===== src/rtl/sdram_frame_writer.sv =====
// Packs pixel bytes from a FIFO into 16-bit words and writes iNUM_IMAGES frames of
// FRAME_PIXELS bytes to SDRAM. Define SDRAM_FRAME_WRITER_CHECKSUM_EN for a per-frame byte sum.
module sdram_frame_writer #(
    parameter int unsigned FRAME_PIXELS = 786432,
    parameter logic [22:0] BASE_ADDR    = 23'h0
) (
    input  logic        iCLK,
    input  logic        iRST,
    input  logic        iTRIGGER,
    input  logic [6:0]  iNUM_IMAGES,
    output logic        oFIFO_RDREQ,
    input  logic [7:0]  iFIFO_DATA,
    input  logic        iFIFO_EMPTY,
    output logic        oWR_REQ,
    output logic [22:0] oWR_ADDR,
    output logic [15:0] oWR_DATA,
    input  logic        iWR_WAIT,
    output logic        oBUSY,
    output logic        oDONE,
    output logic [6:0]  oFRAME_IDX,
    output logic        oERROR,
    output logic [15:0] oCHECKSUM
);
    localparam int unsigned     HALF      = FRAME_PIXELS / 2;
    localparam int unsigned     WCW       = (HALF > 1) ? $clog2(HALF) : 1;
    localparam logic [WCW-1:0]  LAST_WORD = WCW'(HALF - 1);

    typedef enum logic [2:0] {
        IDLE     = 3'd0,
        FETCH_LO = 3'd1,
        CAP_LO   = 3'd2,
        FETCH_HI = 3'd3,
        CAP_HI   = 3'd4,
        WRITE    = 3'd5,
        DONE     = 3'd6
    } state_t;

    state_t           state_q, state_d;
    logic [6:0]       count_q, count_d;
    logic [6:0]       frame_idx_q, frame_idx_d;
    logic [WCW-1:0]   word_cnt_q, word_cnt_d;
    logic [22:0]      addr_q, addr_d;
    logic [15:0]      data_q, data_d;
    logic             error_q, error_d;

    logic num_ok_s;
    logic accept_s;
    logic frame_end_s;
    logic last_frame_s;

    assign num_ok_s     = (iNUM_IMAGES != 7'd0) && (iNUM_IMAGES <= 7'd64);
    assign accept_s     = (state_q == WRITE) && !iWR_WAIT;
    assign frame_end_s  = (word_cnt_q == LAST_WORD);
    assign last_frame_s = ((frame_idx_q + 7'd1) == count_q);

    // State and datapath registers
    always_ff @(posedge iCLK or posedge iRST) begin
        if (iRST) begin
            state_q     <= IDLE;
            count_q     <= 7'd0;
            frame_idx_q <= 7'd0;
            word_cnt_q  <= '0;
            addr_q      <= 23'd0;
            data_q      <= 16'd0;
            error_q     <= 1'b0;
        end else begin
            state_q     <= state_d;
            count_q     <= count_d;
            frame_idx_q <= frame_idx_d;
            word_cnt_q  <= word_cnt_d;
            addr_q      <= addr_d;
            data_q      <= data_d;
            error_q     <= error_d;
        end
    end

    // Next-state logic
    always_comb begin
        state_d = state_q;
        case (state_q)
            IDLE: begin
                if (iTRIGGER && num_ok_s) state_d = FETCH_LO;
                else                      state_d = IDLE;
            end
            FETCH_LO: begin
                if (!iFIFO_EMPTY) state_d = CAP_LO;
                else              state_d = FETCH_LO;
            end
            CAP_LO:   state_d = FETCH_HI;
            FETCH_HI: begin
                if (!iFIFO_EMPTY) state_d = CAP_HI;
                else              state_d = FETCH_HI;
            end
            CAP_HI:   state_d = WRITE;
            WRITE: begin
                if (accept_s && frame_end_s && last_frame_s) state_d = DONE;
                else if (accept_s)                           state_d = FETCH_LO;
                else                                         state_d = WRITE;
            end
            DONE:     state_d = IDLE;
            default:  state_d = IDLE;
        endcase
    end

    // Counters, address and data word; the address advances incrementally, no multiply
    always_comb begin
        count_d     = count_q;
        frame_idx_d = frame_idx_q;
        word_cnt_d  = word_cnt_q;
        addr_d      = addr_q;
        data_d      = data_q;
        case (state_q)
            IDLE: begin
                if (iTRIGGER && num_ok_s) begin
                    count_d     = iNUM_IMAGES;
                    frame_idx_d = 7'd0;
                    word_cnt_d  = '0;
                    addr_d      = BASE_ADDR;
                end else begin
                    count_d     = count_q;
                end
            end
            CAP_LO:  data_d[7:0]  = iFIFO_DATA;
            CAP_HI:  data_d[15:8] = iFIFO_DATA;
            WRITE: begin
                if (accept_s) begin
                    addr_d = addr_q + 23'd1;
                    if (frame_end_s) begin
                        word_cnt_d  = '0;
                        frame_idx_d = frame_idx_q + 7'd1;
                    end else begin
                        word_cnt_d  = word_cnt_q + WCW'(1'b1);
                    end
                end else begin
                    addr_d = addr_q;
                end
            end
            default: data_d = data_q;
        endcase
    end

    // Sticky error: a bad count in IDLE or any trigger while busy; a good trigger clears it
    always_comb begin
        if (iTRIGGER) begin
            if ((state_q != IDLE) || !num_ok_s) error_d = 1'b1;
            else                                error_d = 1'b0;
        end else begin
            error_d = error_q;
        end
    end

    // Output decode
    always_comb begin
        oFIFO_RDREQ = 1'b0;
        oWR_REQ     = 1'b0;
        oBUSY       = 1'b1;
        oDONE       = 1'b0;
        case (state_q)
            IDLE:               oBUSY       = 1'b0;
            FETCH_LO, FETCH_HI: oFIFO_RDREQ = !iFIFO_EMPTY;
            WRITE:              oWR_REQ     = 1'b1;
            DONE:               oDONE       = 1'b1;
            default:            oBUSY       = 1'b1;
        endcase
    end

    assign oWR_ADDR   = addr_q;
    assign oWR_DATA   = data_q;
    assign oFRAME_IDX = frame_idx_q;
    assign oERROR     = error_q;

`ifdef SDRAM_FRAME_WRITER_CHECKSUM_EN
    logic [15:0] checksum_q, checksum_d;

    // First low byte of a frame restarts the sum, so the previous total stays visible until then
    always_comb begin
        checksum_d = checksum_q;
        case (state_q)
            CAP_LO: begin
                if (word_cnt_q == '0) checksum_d = {8'h00, iFIFO_DATA};
                else                  checksum_d = checksum_q + {8'h00, iFIFO_DATA};
            end
            CAP_HI:  checksum_d = checksum_q + {8'h00, iFIFO_DATA};
            default: checksum_d = checksum_q;
        endcase
    end

    // Checksum register
    always_ff @(posedge iCLK or posedge iRST) begin
        if (iRST) checksum_q <= 16'h0000;
        else      checksum_q <= checksum_d;
    end

    assign oCHECKSUM = checksum_q;
`else
    assign oCHECKSUM = 16'h0000;
`endif

endmodule


===== config.mk =====
export PLATFORM = sky130hd
export DESIGN_NAME = sdram_frame_writer
export DESIGN_NICKNAME = d
export VERILOG_FILES = /design/src/rtl/sdram_frame_writer.sv
export SDC_FILE = /design/constraint.sdc
export NUM_CORES = 1
export LEC_CHECK = 0
export CELL_PAD_IN_SITES_DETAIL_PLACEMENT = 2
export CELL_PAD_IN_SITES_GLOBAL_PLACEMENT = 2
export CORE_AREA = 2 2 134 97
export CTS_CLUSTER_DIAMETER = 120
export CTS_CLUSTER_SIZE = 24
export DETAILED_ROUTE_END_ITERATION = 8
export DIE_AREA = 0 0 136 99
export GPL_ROUTABILITY_DRIVEN = 1
export GPL_TIMING_DRIVEN = 0
export PLACE_DENSITY_LB_ADDON = 0.1
export REMOVE_ABC_BUFFERS = 1
export SYNTH_ARGS = -nofsm -noshare
export SYNTH_HDL_FRONTEND = slang
export SYNTH_SLANG_ARGS = --single-unit
export TNS_END_PERCENT = 100

===== constraint.sdc =====
create_clock -name iCLK -period 3.5 [get_ports iCLK]
set_input_delay 0.35 -clock iCLK [delete_from_list [all_inputs] [get_ports iCLK]]
set_output_delay 0.35 -clock iCLK [all_outputs]
set_load 0.05 [all_outputs]

==> results of run 1 <==
[critical path, stage by stage, from the launching register on]
cell,delay [ns]
dfrtp_1,0.48
nand3b_1,0.62
inv_1,0.17
clkdlybuf4s50_1,0.82
[where the power goes]
part           switching (W)  leakage [nW]  internal, W  total, W
sequential          0.000171          1.01      0.00106   0.00123
clock               0.000369         0.149     0.000589  0.000959
combinational       0.000838          1.01     0.000476   0.00131
[placed cells by master, fill, tap and decap left out, types with 14 or more instances in the layout]
cell type         n
dfrtp_1          76
o21ai_0          27
conb_1           16
nor2_1           41
nand3_1          21
mux2_2           16
nand2_1          47
xnor2_1          14
clkdlybuf4s50_1  70
[metrics by stage]
step	setup slack, ns	cells	total power (W)
6_report	0.727	657	0.00350
5_1_grt	0.591	657	0.00371
4_1_cts	0.690	657	0.00355
3_5_place_dp	0.477	641	0.00257
3_3_place_gp	-0.581	639	0.00250
2_1_floorplan	0.811	407	0.00208
[worst paths after layout]
kind / from / to / slack [ns] / depth (start not counted)
max: state_q[1]$_DFF_PP0_ / oWR_REQ / 0.73 / 3
min: iRST / oWR_DATA[7]$_DFFE_PP0P_ / 0.30 / 2
max reg2reg: state_q[1]$_DFF_PP0_ / oWR_ADDR[19]$_DFFE_PP0P_ / 0.90 / 5
min reg2reg: oWR_DATA[12]$_DFFE_PP0N_ / oWR_DATA[12]$_DFFE_PP0N_ / 0.51 / 1
max in group asynchronous: iRST / oWR_ADDR[16]$_DFFE_PP0P_ / 2.60 / 3
min in group iCLK: oWR_DATA[12]$_DFFE_PP0N_ / oWR_DATA[12]$_DFFE_PP0N_ / 0.51 / 1
[kinds of logic (layout without fill, tap and decap cells)]
kind of cell,after synthesis,after routing,synth area share (%)
xor gates and xnor gates,23,23,4.96
and+or+nand+nor,188,188,24.3
muxes,16,16,4.44
AOI/OAI and AO/OA,77,77,12.7
other,1,16,0.0923
buffers and inverters,42,96,5.73
DFF,76,76,46.8
adders and majority gates,3,3,0.924
[routing by layer]
metal / vias up / part of all wire (%) / GRT usage [%]
li1: 1637 / - / -
met1: 1809 / 47 / 26.4
met2: 75 / 47 / 31.5
met3: 9 / 5.7 / 6.17
met4: 0 / 0.75 / 3.61
met5: - / 0 / 0
[synth_stat cells, drive strengths merged (2+ instances only)]
library cell	number
a21o	4
a221o	5
inv	8
ha	3
a211oi	2
nand3	21
nor4	4
a31oi	6
o21ai	27
xor2	9
xnor2	14
or2	4
or3	5
a41oi	2
nor2b	5
nor3b	5
clkbuf	11
nand2b	3
a22o	4
o22ai	2
nand2	47
buf	23
nor3	10
mux2	16
or4	5
nor2	42
nand4	12
o31ai	7
a21oi	9
o2bb2a	2
dfrtp	76
and3	12
and4	8
o2111a	2
[layout make-up]
cell class | count | area (µm²) | share of cell area [%]
multi-input cells | 323 | 1990 | 38.4
flip-flops and latches | 76 | 1900 | 36.6
repair buffers | 72 | 756 | 14.6
clock buffers | 12 | 256 | 4.94
well taps | 162 | 203 | 3.90
clock inverters | 4 | 47.5 | 0.916
inverters | 8 | 32.5 | 0.627
[flip-flops by register name, indices dropped and copies added, names as in the netlist]
name        cells
word_cnt_q     19
count_q         7
state_q         3
oWR_ADDR       23
oFRAME_IDX      7
oWR_DATA       16
oERROR          1
==> results.toml, run 1 <==
[global_routing]
grt_pass1_vias = 3847
track_usage_pct = 19.7
antenna_found_initial = 0
grt-ovfl-total = 0
grt_max_degree = 61
grt_pass1_wl_mm = 20.7

[clock_network]
cts_max_level = 3
path_clk_slew_ns = 0.06
cts_hold_buf = 0
ctsResizeCount = 0
root_buffer = "clkbuf_16"
cts_tree = "yes"
cts_setup_buffers = 0
numCtsBuffers = 9
clock-sinks = 76
clockBufferDepth = 2
clock_latency_ns = 0.34

[synth]
synth_top_cell_area_share_pct = 46.8
yosysUniqueCellTypes = 53
async_flop_share_pct = 100
synth_edf_count = 0
synthCells = 426
yosysSeqAreaShare_pct = 46.8
ys_ff_latch = 76
yosys.area.top_type = "dfrtp_1"
ys.flop_type = "dfrtp_1"
yosysWarnings = 0
synth_area_per_cell_um2 = 9.53
synth_area_um2 = 4060
yosys-top-cells-area = "dfrtp_1 47%, mux2_2 4.4%, nand2_1 4.3%, nor2_1 3.8%, o21ai_0 3.3%"

[cells_and_area]
num-fill-cells = 1313
layout-drive-gt1-share_pct = 9.09
diodes = 0
final_util_pct = 42.7
syn2layout_area_growth_pct = 27.8
fin_area_um2 = 5190
num-nets-final = 513

[critical_path]
critical_path_class = "flop to output pin"
critPathArrivalTime_ns = 2.42
cp_max_fo = 14
startpoint_type = "flop"
worstSetupEndpointType = "output pin"
crit_required_ns = 3.15

[drt]
via_count = 3530
ant_nets = 0
drc = 0
via_per_inst = 5.37
first_iter_violations = 116
wl_per_cell_um = 18.7
wl_mm = 12.3
drtPass1Iterations = 4

[timing]
fin_worst_skew_ns = 0.00599
worst_pin_slew_ns = 1.30
final.period_utilization_pct = 79.2
max_freq_mhz = 361
hold_viol_final = 0
fin_worst_hold_slack_ns = 0.301
fin_setup_tns_ns = 0
slew_viol_final = 0
setup_viol = 0
slew_headroom_pct = 12.9
rsz0062_at_grt = "no"
min_period_ns = 2.77

[floorplan]
fp.dieH_um = 99
ios = 87
die_area_um2 = 13500
die_x_um = 136
start_util_pct = 33.4
coreArea_um2 = 12200
num_rows = 34

[worst_hold_path]
hp-class = "input port to async pin"

[place]
place_area_um2 = 4880
place.gp.congestion = 0.716
numPortBuffers = 70
hpwl_mm = 8.85

[pwr]
powerDensity_nw_per_um2 = 675
peakVddDrop_v = 0.000471
power_leakage_nw = 2.17

[run_status]
status = "finished clean"

[flow_run]
maxCapViolCount = 0
Note: power is estimated with default switching activity, not from simulation.
==> inputs of run 2 (changes only) <==
- CORE_AREA: 2 2 134 97 -> 2 2 140 101
- DIE_AREA: 0 0 136 99 -> 0 0 142 103
- clock period: 3.5 -> 2.9 ns (I/O delays scaled with it)
==> run 2 against run 1 <==
Effect of this change: register-to-register slack worse by 0.57 ns; sequential power up 20%; clock skew increased by 0.0015 ns; first-iteration DRC count down 2.6%; global-route usage is 1.4 points lower; final cell count up 1.7%; via count decreased by 0.93%; count of clock-buffer cells in the layout down 2; combinational power increased by 21%; total power rose by 21%; hold slack lost 0.049 ns.
==> results.toml, run 2 (synthesis results as in run 1) <==
[drt]
via_count = 3497
drtPass1Iterations = 4
via_per_inst = 5.24
wl_per_cell_um = 18.5
ant_nets = 0
drc = 0
first_iter_violations = 113
wl_mm = 12.4

[cells_and_area]
largest_reg_flops = 23
layout-drive-gt1-share_pct = 9.66
syn2layout_area_growth_pct = 28.2
num-nets-final = 515
fin_area_um2 = 5200
diodes = 0
mostFrequentLayoutCell = "dfrtp_1"
num-fill-cells = 1447
final_util_pct = 38.6
layout_common_cells = "76 x dfrtp_1, 70 x clkdlybuf4s50_1, 47 x nand2_1"

[floorplan]
num_rows = 36
die_area_um2 = 14600
ios = 87
coreArea_um2 = 13500
fp.dieH_um = 103
start_util_pct = 30.2
die_x_um = 142

[timing]
fin_worst_hold_slack_ns = 0.252
setup_viol = 0
min_period_ns = 2.64
rsz0062_at_grt = "no"
hold_viol_final = 0
worst_pin_slew_ns = 1.19
max_freq_mhz = 378
slew_viol_final = 0
slew_headroom_pct = 20.2
final.period_utilization_pct = 91.2
fin_worst_skew_ns = 0.00745

[global_routing]
grt_pass1_wl_mm = 20.3
grt_max_degree = 57
track_usage_pct = 18.3
grt-ovfl-total = 0
grt_pass1_vias = 3707
antenna_found_initial = 0

[place]
place.gp.congestion = 0.702
numPortBuffers = 70
place_area_um2 = 4880
hpwl_mm = 8.78

[critical_path]
startpoint_type = "input port"
cp_max_fo = 29
critPathArrivalTime_ns = 2.88
crit_required_ns = 3.13
critical_path_class = "input port to flop"
worstSetupEndpointType = "flop"

[clock_network]
cts_hold_buf = 0
clock-sinks = 76
numCtsBuffers = 9
cts_tree = "yes"
clock_latency_ns = 0.35
cts_max_level = 3
path_clk_slew_ns = 0.06
clockBufferDepth = 2
root_buffer = "clkbuf_16"

[worst_hold_path]
hp-class = "input port to async pin"

[run_status]
status = "finished clean"

[pwr]
powerDensity_nw_per_um2 = 812
peakVddDrop_v = 0.000550
power_leakage_nw = 2.17

[flow_run]
maxCapViolCount = 0
[run 2: changes by cell type in the layout (fill, tap and decap cells not counted), sizes merged]
cell	previous run	this run
buf	2	4
clkinv	2	3
clkinvlp	1	2
clkbuf	12	10
[run 2: power breakdown]
part	internal [W]	total, W	switching (W)	leakage, nW
Combinational	0.000568	0.00159	0.00102	1.02
Clock	0.000688	0.00116	0.000470	0.144
Sequential	0.00128	0.00148	0.000202	1.01
[run 2: repair_timing]
item,in CTS,in global routing
buffers inserted,0,1
setup endpoints to repair,0,4
gates resized for setup,0,1
[run 2: layer usage]
metal | wire length [µm] | part of all wire (%) | track usage, % | up-vias
li1 | - | - | - | 1637
met1 | 5970 | 48 | 24.4 | 1771
met2 | 5450 | 44 | 28.0 | 78
met3 | 824 | 6.7 | 6.87 | 11
met4 | 140 | 1.1 | 5.15 | 0
met5 | 0 | 0 | 0 | -
[run 2: cell type report]
class / count / area (µm²) / area share, %
Timing Repair Buffer: 74 / 758 / 14.6
Inverter: 8 / 32.5 / 0.625
Clock inverter: 6 / 63.8 / 1.23
Sequential cell: 76 / 1900 / 36.5
Multi-Input combinational cell: 323 / 2000 / 38.3
Clock buffer: 10 / 239 / 4.59
Tap cell: 171 / 214 / 4.11
[run 2: final timing paths]
| path | from | endpoint | slack, ns | cells after the start |
|---|---|---|---|---|
| worst min-delay path | iRST | oWR_DATA[1]$_DFFE_PP0P_ | 0.25 | 2 |
| worst max register to register | state_q[2]$_DFF_PP0_ | oFRAME_IDX[1]$_DFFE_PP0P_ | 0.33 | 6 |
| min in group iCLK | count_q[6]$_DFFE_PP0P_ | count_q[6]$_DFFE_PP0P_ | 0.50 | 1 |
| worst max-delay path | iNUM_IMAGES[0] | oFRAME_IDX[1]$_DFFE_PP0P_ | 0.26 | 6 |
| max in group asynchronous | iRST | oWR_ADDR[17]$_DFFE_PP0P_ | 2.05 | 3 |
| worst min register to register | count_q[6]$_DFFE_PP0P_ | count_q[6]$_DFFE_PP0P_ | 0.50 | 1 |
[run 2: stage by stage]
step / power (W) / setup TNS [ns] / setup slack, ns / std cells
floorplan: 0.00251 / 0 / 0.271 / 407
global placement: 0.00302 / -97.93 / -1.24 / 648
detailed placement: 0.00308 / -0.512 / -0.147 / 650
CTS: 0.00429 / 0 / 0.0986 / 666
global route: 0.00448 / 0 / 0.0531 / 668
finish: 0.00423 / 0 / 0.255 / 668
[run 2: critical path, cell delays in order]
cell and delay, ns:
clkdlybuf4s50_1 0.43, or4_4 0.61, nor4_4 0.42, or2_2 0.64
o21ai_0 0.21, a22o_1 0.26
==> inputs of run 3 (changes only) <==
- CORE_AREA: 2 2 140 101 -> 2 2 138 100
- CTS_BUF_LIST: default -> sky130_fd_sc_hd__clkbuf_4
- CTS_CLUSTER_DIAMETER: 120 -> default
- DIE_AREA: 0 0 142 103 -> 0 0 140 102
==> run 3 against run 2 <==
Effect of this change: the run now ends with design-rule violations left; wire length is 0.23% lower; register-to-register slack worse by 0.05 ns; first-iteration DRC count is 18% higher; fmax is 1.1% higher; critical path type is now flop to flop.
==> results.toml, run 3 (synthesis results as in run 1) <==
[worst_hold_path]
hp-class = "input port to async pin"

[drt]
wl_per_cell_um = 18.6
via_per_inst = 5.28
drc = 3
via_count = 3501
drtPass1Iterations = 8
first_iter_violations = 133
wl_mm = 12.4
ant_nets = 0

[pwr]
power_leakage_nw = 2.11
peakVddDrop_v = 0.000515
powerDensity_nw_per_um2 = 757

[clock_network]
clock_latency_ns = 0.44
numCtsBuffers = 9
cts_tree = "yes"
clock-sinks = 76
cts_hold_buf = 0
path_clk_slew_ns = 0.12
root_buffer = "clkbuf_4"
ctsResizeCount = 0
clockBufferDepth = 2
cts_max_level = 3
cts_setup_buffers = 0

[global_routing]
antenna_found_initial = 0
track_usage_pct = 18.6
grt_pass1_vias = 3796
grt_pass1_wl_mm = 20.6
grt_max_degree = 43
grt-ovfl-total = 0

[critical_path]
r2r_cells = 6
cp_max_fo = 29
critPathArrivalTime_ns = 2.95
crit_required_ns = 3.23
critical_path_class = "flop to flop"
startpoint_type = "flop"
worstSetupEndpointType = "flop"

[timing]
fin_worst_skew_ns = 0.0165
rsz0062_at_grt = "no"
setup_viol = 0
min_period_ns = 2.62
slew_headroom_pct = 9.65
final.period_utilization_pct = 90.2
worst_slack_ns = 0.284
worst_pin_slew_ns = 1.35
max_freq_mhz = 382
fin_worst_hold_slack_ns = 0.228
hold_viol_final = 0
slew_viol_final = 0

[cells_and_area]
diodes = 0
syn2layout_area_growth_pct = 24.6
largest_reg_flops = 23
mostFrequentLayoutCell = "dfrtp_1"
fin_cells = 663
layout-drive-gt1-share_pct = 9.26
layout_common_cells = "76 x dfrtp_1, 70 x clkdlybuf4s50_1, 47 x nand2_1"
num-nets-final = 515

[floorplan]
ios = 87
start_util_pct = 31.4
fp.dieH_um = 102
die_area_um2 = 14300
coreArea_um2 = 12900
die_x_um = 140
num_rows = 35

[flow_run]
maxCapViolCount = 0

[place]
dp.cells = 645
hpwl_mm = 8.84
numPortBuffers = 70
pre_cts_slack_ns = -0.0907
place.gp.congestion = 0.747

[run_status]
status = "finished, violations left"
failed_checks = "design-rule violations"
run 3: changes by cell type in the layout (fill, tap and decap cells not counted), sizes merged:
cell	delta
clkinv	-1
clkbuf	+1
bufinv	+1
clkinvlp	-1
run 3: worst paths after layout:
path | from | end | slack (ns)
max | state_q[2]$_DFF_PP0_ | word_cnt_q[15]$_DFFE_PP0P_ | 0.28
min | iRST | word_cnt_q[13]$_DFFE_PP0P_ | 0.23
max reg2reg | state_q[2]$_DFF_PP0_ | word_cnt_q[15]$_DFFE_PP0P_ | 0.28
min reg2reg | count_q[4]$_DFFE_PP0P_ | count_q[4]$_DFFE_PP0P_ | 0.52
max in group asynchronous | iRST | count_q[4]$_DFFE_PP0P_ | 2.09
min in group iCLK | iNUM_IMAGES[4] | count_q[4]$_DFFE_PP0P_ | 0.41
run 3: area by class of cell:
| cell class | count | area (µm²) |
|---|---|---|
| fillers | 1426 | 7860 |
| multi-input cells | 323 | 1990 |
| flip-flops and latches | 76 | 1900 |
| repair buffers | 74 | 771 |
| well taps | 166 | 208 |
| clock buffers | 11 | 82.6 |
| clock inverters | 5 | 76.3 |
| inverters | 8 | 32.5 |
run 3: metrics by stage:
stage / cell area (µm²) / utilization (%) / power [W] / TNS (ns)
after global placement: 4820 / 37.3 / 0.00301 / -93.81
after global routing: 5060 / 39.2 / 0.00408 / 0
after floorplan: 3920 / - / 0.00251 / 0
final: 5060 / 39.2 / 0.00383 / 0
after CTS: 5050 / 39.1 / 0.00388 / 0
after detailed placement: 4890 / 37.8 / 0.00310 / -0.433
run 3: power by group:
group | switching, W | internal, W
Combinational | 0.00102 | 0.000580
Sequential | 0.000202 | 0.00127
Clock | 0.000390 | 0.000365
run 3: worst max-delay path, stage by stage (launching register included):
cell and delay, ns:
dfrtp_1 0.51, nor3_1 0.35, inv_1 0.16, nor4_4 0.36, or2_2 0.65, o22ai_1 0.21
a22o_1 0.27
run 3: routing by layer:
layer  vias up  GRT usage (%)  part of all wire, %
met5         -              0                    0
li1       1632              -                    -
met4         0           4.43                  1.1
met2        84           28.6                   43
met1      1771           25.7                   50
met3        14           5.90                  6.3
